## config.mk

```make
export PLATFORM = sky130hd
export DESIGN_NAME = uartb_tx_burst
export DESIGN_NICKNAME = d
export VERILOG_FILES = /design/src/rtl/uartb_tx_burst_pkg.sv /design/src/rtl/uartb_tx_burst_fifo.sv /design/src/rtl/uartb_tx_burst.sv
export SDC_FILE = /design/constraint.sdc
export NUM_CORES = 1
export LEC_CHECK = 0
export CAP_MARGIN = 15
export CORE_ASPECT_RATIO = 0.7
export CORE_MARGIN = 5
export CORE_UTILIZATION = 55
export CTS_CLUSTER_DIAMETER = 150
export DETAILED_ROUTE_END_ITERATION = 6
export DONT_BUFFER_PORTS = 1
export PLACE_DENSITY = 0.78
export SLEW_MARGIN = 15
export SYNTH_ARGS = -nofsm -noshare
export SYNTH_HDL_FRONTEND = slang
export SYNTH_HIERARCHICAL = 1
export SYNTH_SLANG_ARGS = --single-unit
```

## constraint.sdc

```tcl
create_clock -name clk -period 7.2 [get_ports clk]
set_input_delay 0.72 -clock clk [delete_from_list [all_inputs] [get_ports clk]]
set_output_delay 0.72 -clock clk [all_outputs]
set_load 0.01 [all_outputs]
```

## src/rtl/uartb_tx_burst_pkg.sv

```systemverilog
// Shared types and constants for the UARTB burst transmit path:
// transmitter states, config field offsets and async frame constants.
package uartb_tx_burst_pkg;

   typedef enum logic [2:0] {
      ST_IDLE   = 3'd0,
      ST_START  = 3'd1,
      ST_DATA   = 3'd2,
      ST_PARITY = 3'd3,
      ST_STOP   = 3'd4
   } tx_state_e;

   // Config flag positions, counted upward from bit DIVW of the write word
   localparam int CFG_BURST_OFS  = 0;
   localparam int CFG_PAREN_OFS  = 1;
   localparam int CFG_PARODD_OFS = 2;

   localparam logic START_LVL = 1'b0;
   localparam logic STOP_LVL  = 1'b1;
   localparam logic IDLE_LVL  = 1'b1;
   localparam int   DATA_BITS = 8;

   function automatic logic frame_parity(input logic [7:0] b, input logic odd);
      return (^b) ^ odd;
   endfunction

endpackage

```

## src/rtl/uartb_tx_burst_fifo.sv

```systemverilog
// Byte FIFO with a multi-byte push port (0..NB bytes per cycle) and a
// single-byte pop; push and pop in one cycle are both honoured.
module uartb_tx_burst_fifo #(
   parameter int DEPTH = 8,
   parameter int NB    = 4
) (
   input  logic                       clk,
   input  logic                       rst_n,
   input  logic [$clog2(NB+1)-1:0]    push_cnt,
   input  logic [NB*8-1:0]            push_data,
   input  logic                       pop,
   output logic [7:0]                 head,
   output logic [$clog2(DEPTH):0]     level,
   output logic                       empty
);

   localparam int AW = $clog2(DEPTH);
   localparam int LW = AW + 1;

   logic [7:0]    mem [DEPTH];
   logic [AW-1:0] wr_ptr;
   logic [AW-1:0] rd_ptr;

   // Storage carries no reset; only pointers and occupancy define content
   always_ff @(posedge clk) begin
      for (int i = 0; i < NB; i++) begin
         if (i < int'(push_cnt))
            mem[wr_ptr + AW'(i)] <= push_data[8*i +: 8];
      end
   end

   always_ff @(posedge clk) begin
      if (!rst_n) begin
         wr_ptr <= '0;
         rd_ptr <= '0;
         level  <= '0;
      end else begin
         wr_ptr <= wr_ptr + AW'(push_cnt);
         if (pop)
            rd_ptr <= rd_ptr + AW'(1);
         level <= level + LW'(push_cnt) - LW'(pop);
      end
   end

   assign head  = mem[rd_ptr];
   assign empty = (level == '0);

endmodule

```

## src/rtl/uartb_tx_burst.sv

```systemverilog
// UARTB transmit path: config register, all-or-nothing write acceptance into
// a byte FIFO, and a baud/bit-counted frame serialiser driving txd.
module uartb_tx_burst
   import uartb_tx_burst_pkg::*;
#(
   parameter int DW         = 32,
   parameter int DIVW       = 9,
   parameter int FIFO_DEPTH = 8
) (
   input  logic                          clk,
   input  logic                          rst_n,
   input  logic [DW-1:0]                 d,
   input  logic                          wrtx,
   input  logic                          wrbaud,
   output logic                          txd,
   output logic                          thre,
   output logic                          tend,
   output logic [$clog2(FIFO_DEPTH):0]   level,
   output logic                          ovf,
   output tx_state_e                     fsm_state
);

   localparam int NB = DW / 8;
   localparam int LW = $clog2(FIFO_DEPTH) + 1;
   localparam int CW = $clog2(NB + 1);

   // Write side: wrtx is a one-cycle strobe with no back-pressure. thre says
   // a wrtx issued now will be taken; a wrtx without room is dropped whole and
   // latches ovf. There is no pop-side handshake beyond the FIFO itself.
   logic [DIVW-1:0] div_q;
   logic            burst_q;
   logic            paren_q;
   logic            parodd_q;

   logic [LW-1:0]   need;
   logic [LW-1:0]   free;
   logic            room;
   logic [CW-1:0]   push_cnt;
   logic            pop;
   logic [7:0]      head;
   logic            empty;

   assign need     = burst_q ? LW'(NB) : LW'(1);
   assign free     = LW'(FIFO_DEPTH) - level;
   assign room     = (free >= need);
   assign push_cnt = (wrtx && room) ? (burst_q ? CW'(NB) : CW'(1)) : '0;

   always_ff @(posedge clk) begin
      if (!rst_n) begin
         div_q    <= '0;
         burst_q  <= 1'b0;
         paren_q  <= 1'b0;
         parodd_q <= 1'b0;
      end else if (wrbaud) begin
         div_q    <= d[DIVW-1:0];
         burst_q  <= d[DIVW + CFG_BURST_OFS];
         paren_q  <= d[DIVW + CFG_PAREN_OFS];
         parodd_q <= d[DIVW + CFG_PARODD_OFS];
      end
   end

   // A drop in the same cycle as a config write still leaves ovf set
   always_ff @(posedge clk) begin
      if (!rst_n)
         ovf <= 1'b0;
      else if (wrtx && !room)
         ovf <= 1'b1;
      else if (wrbaud)
         ovf <= 1'b0;
   end

   uartb_tx_burst_fifo #(
      .DEPTH (FIFO_DEPTH),
      .NB    (NB)
   ) u_fifo (
      .clk       (clk),
      .rst_n     (rst_n),
      .push_cnt  (push_cnt),
      .push_data (d[NB*8-1:0]),
      .pop       (pop),
      .head      (head),
      .level     (level),
      .empty     (empty)
   );

   // Frame registers: timing and parity are frozen at pop time
   tx_state_e       state_q,  state_n;
   logic [DIVW-1:0] baud_q,   baud_n;
   logic [2:0]      bit_q,    bit_n;
   logic [7:0]      shreg_q,  shreg_n;
   logic            txd_q,    txd_n;
   logic [DIVW-1:0] fdiv_q,   fdiv_n;
   logic            fparen_q, fparen_n;
   logic            fpar_q,   fpar_n;
   logic            bit_done;
   logic            load;

   assign bit_done = (baud_q == fdiv_q);

   always_comb begin
      state_n  = state_q;
      baud_n   = baud_q;
      bit_n    = bit_q;
      shreg_n  = shreg_q;
      txd_n    = txd_q;
      fdiv_n   = fdiv_q;
      fparen_n = fparen_q;
      fpar_n   = fpar_q;
      pop      = 1'b0;
      load     = 1'b0;

      if (state_q != ST_IDLE)
         baud_n = bit_done ? '0 : baud_q + DIVW'(1);

      case (state_q)
         ST_IDLE: begin
            txd_n = IDLE_LVL;
            if (!empty)
               load = 1'b1;
         end
         ST_START: begin
            if (bit_done) begin
               state_n = ST_DATA;
               bit_n   = '0;
               txd_n   = shreg_q[0];
            end
         end
         ST_DATA: begin
            if (bit_done) begin
               if (bit_q == 3'(DATA_BITS - 1)) begin
                  state_n = fparen_q ? ST_PARITY : ST_STOP;
                  txd_n   = fparen_q ? fpar_q : STOP_LVL;
               end else begin
                  bit_n   = bit_q + 3'd1;
                  shreg_n = shreg_q >> 1;
                  txd_n   = shreg_q[1];
               end
            end
         end
         ST_PARITY: begin
            if (bit_done) begin
               state_n = ST_STOP;
               txd_n   = STOP_LVL;
            end
         end
         ST_STOP: begin
            if (bit_done) begin
               if (!empty) begin
                  load = 1'b1;
               end else begin
                  state_n = ST_IDLE;
                  txd_n   = IDLE_LVL;
               end
            end
         end
         default: begin
            state_n = ST_IDLE;
            txd_n   = IDLE_LVL;
         end
      endcase

      // Start of a new frame, from IDLE or straight out of STOP
      if (load) begin
         pop      = 1'b1;
         state_n  = ST_START;
         baud_n   = '0;
         shreg_n  = head;
         txd_n    = START_LVL;
         fdiv_n   = div_q;
         fparen_n = paren_q;
         fpar_n   = frame_parity(head, parodd_q);
      end
   end

   always_ff @(posedge clk) begin
      if (!rst_n) begin
         state_q  <= ST_IDLE;
         baud_q   <= '0;
         bit_q    <= '0;
         shreg_q  <= '0;
         txd_q    <= IDLE_LVL;
         fdiv_q   <= '0;
         fparen_q <= 1'b0;
         fpar_q   <= 1'b0;
      end else begin
         state_q  <= state_n;
         baud_q   <= baud_n;
         bit_q    <= bit_n;
         shreg_q  <= shreg_n;
         txd_q    <= txd_n;
         fdiv_q   <= fdiv_n;
         fparen_q <= fparen_n;
         fpar_q   <= fpar_n;
      end
   end

   assign txd       = txd_q;
   assign thre      = room;
   assign tend      = (state_q == ST_IDLE) && empty;
   assign fsm_state = state_q;

endmodule
```

==> metrics.txt <==
crit end category register; P_int roughly 2.2 mW; DRT Pass-1 Iters 7; Hold Vio Cnt, Final 0; clock share of power 0.231; Mapped Cells just under 800; post-CTS setup repair buffer count 0; synth unique cells 64; nature of the critical path startpoint register; PostCTS Resize Cnt 0; Post-DP HPWL 16900 um; Vias 6669; Slew Viols, Final 0; DRT antenna net count 0; post-cts hold buffer count 0; CTS Sinks 125; Most used DFF post-synth edfxtp_1; first-pass GRT wire length roughly 37000 um; PD cells 447 nW/um2; skew final 10.8 ps; most used routing layer met2; setup violators final 0; Reg power frac 0.354; total power 3.57 mW; DR vias/cell 7.17; Worst-Skew Late Latency 430 ps; Syn Std Cell Area 7500 um2; initial antenna violation count 0; #FFs+latches synth 125; unrepaired setup endpoints after global routing no; Synth top area share 0.256; NumNets Final 787; Clock Path Buffers 2; Routed WL 24500 um; final core utilization 0.602; largest net degree at the start of global routing 32; critical path required time 7250 ps; Synth warnings 6; Avg Inst Size Synth 9.51 um2; gr usage total 0.313; switching portion of total power 0.392; CTS tree done; maximum vdd drop 0.184 mV; CP Class reg -> reg; violated checks design-rule violations; Finished Layout Cells 930; GR Util met1 0.424; routability cong. 1.09; Starting Density 0.565; met2 usage 0.435; GR Overflow Total 0; Slew headroom 0.251; commonest cells after routing, fill and taps aside 88 x nand2_1, 66 x o22ai_1, 64 x edfxtp_1; ys async rst share 0; Psw 1.40 mW; register area share after synthesis 0.419; Iter 0 DRT Violations around 1500; Die ar. 16100 um2; share of cells above drive strength 1 0.101; largest area contributor in the netlist edfxtp_1; Post-synth EDFFs 64; vias in the first global route 6226; Final Critical Period between 4000 and 5000 ps; period utilisation layout 0.569; Syn-to-layout area delta 6.58%; Comb pwr share 0.415; max-cap violations 0; port buffer count 0; number of top-level pins 47; worst slew pin tran 1110 ps; # rows 35; status complete, but fails checks; Fmax 244 MHz; leakage ~3.1 nW; CTS root buf clkbuf_16; Clock transition at path regs 60 ps; Synth area leaders edfxtp_1 26%, dfxtp_1 16%, mux2i_1 6.9%; Die Y between 100 and 150 um; most common cell after layout, fill and taps aside nand2_1; data arrival time of the critical path 4150 ps; CORE AREA 13300 um2; M3 GR Usage 0.144; H-tree levels 4; Antenna Cells 0; number of buffers created by CTS 17; DP Cell Count 898; Chip Width 150 um; worst-path maximum fanout 12; class of the worst hold path in -> reg; DR WL/cell 26.4 um; # DRC 35; Final TNS setup 0 ps
## through the flow
| stage | instance area (um2) | hold slack, ps | worst slack, ps |
|---|---|---|---|
| final | 7990 | 397 | 3100 |
| after global routing | 7990 | 402 | 2810 |
| after detailed placement | 7400 | 458 | 3190 |
| after global placement | 7400 | 454 | 3390 |
| after CTS | 7980 | 395 | 3190 |
| after floorplan | 7500 | 442 | 3780 |
## final timing paths
path                                    from                          to  slack, ps  depth (start not counted)
setup / recovery  u_fifo/level[0]$_SDFF_PN0_  u_fifo/mem[7][7]$_DFFE_PP_       3100                         12
hold / removal                         rst_n            txd$_SDFFE_PN1P_        400                          1
setup reg to reg  u_fifo/level[0]$_SDFF_PN0_  u_fifo/mem[7][7]$_DFFE_PP_       3100                         12
hold reg to reg        div_q[2]$_SDFFE_PN0P_      fdiv_q[2]$_SDFFE_PN0P_        470                          2
## logic make-up after synthesis
logic type / share of synthesized area
multiplexers: 0.131
other: 0.000500
adder cells (fa/ha/maj): 0.0334
XOR/XNOR: 0.0464
flip-flops: 0.419
AO/OA/AOI/OAI: 0.168
AND/OR/NAND/NOR: 0.142
buffers and inverters: 0.0597
## per-layer routing
metal  up-vias  part of all wire
met5         -                 0
met4         0             0.040
met3       117              0.18
met2       656              0.40
met1      3100              0.37
li1       2796                 -
## worst max-delay path: stages, from the launching register on
cell and delay, ps:
dfxtp_1 450, inv_1 100, ha_1 220, xnor2_1 150
ha_1 290, a21oi_1 80, nand2_1 140, nand2_1 110
nor2_1 740, a21o_1 330, nand4_1 340, and2_1 410
o211ai_1 370
## flip-flops by register name, summed over array words and instances (netlist names), 3 cells and up, named ones only
signal,count
baud_q,9
bit_q,3
div_q,9
fdiv_q,9
fsm_state,3
shreg_q,8
u_fifo/level,4
u_fifo/mem,64
u_fifo/rd_ptr,3
u_fifo/wr_ptr,3
## power by group through the flow
stage	registers, mW	logic [mW]	clock network, mW
after floorplan	1.12	1.23	0
after global placement	1.26	1.37	0
after detailed placement	1.26	1.43	0
after CTS	1.25	1.44	0.827
after global routing	1.29	1.60	0.865
final	1.27	1.48	0.824
## layout make-up
| class | instances | area (um2) |
|---|---|---|
| fill | 1077 | 5280 |
| multi-input combinational | 560 | 3920 |
| sequential | 125 | 3140 |
| clock buffer | 23 | 520 |
| tap | 185 | 231 |
| inverter | 24 | 90.1 |
| clock inverter | 8 | 51.3 |
| timing repair buffer | 5 | 35.0 |
## synthesized netlist by cell type (all sizes together), types with 8 or more instances
cell and instances:
a21oi 56, a31oi 33, and2 20, buf 63, clkbuf 17, dfxtp 61, edfxtp 64, ha 16
inv 23, mux2 9, mux2i 52, mux4 16, nand2 88, nand3 30, nand4 12, nor2 37
nor3 8, o21ai 14, o22ai 66, xnor2 16, xor2 22
No activity file was read; power rests on OpenSTA's default activity.
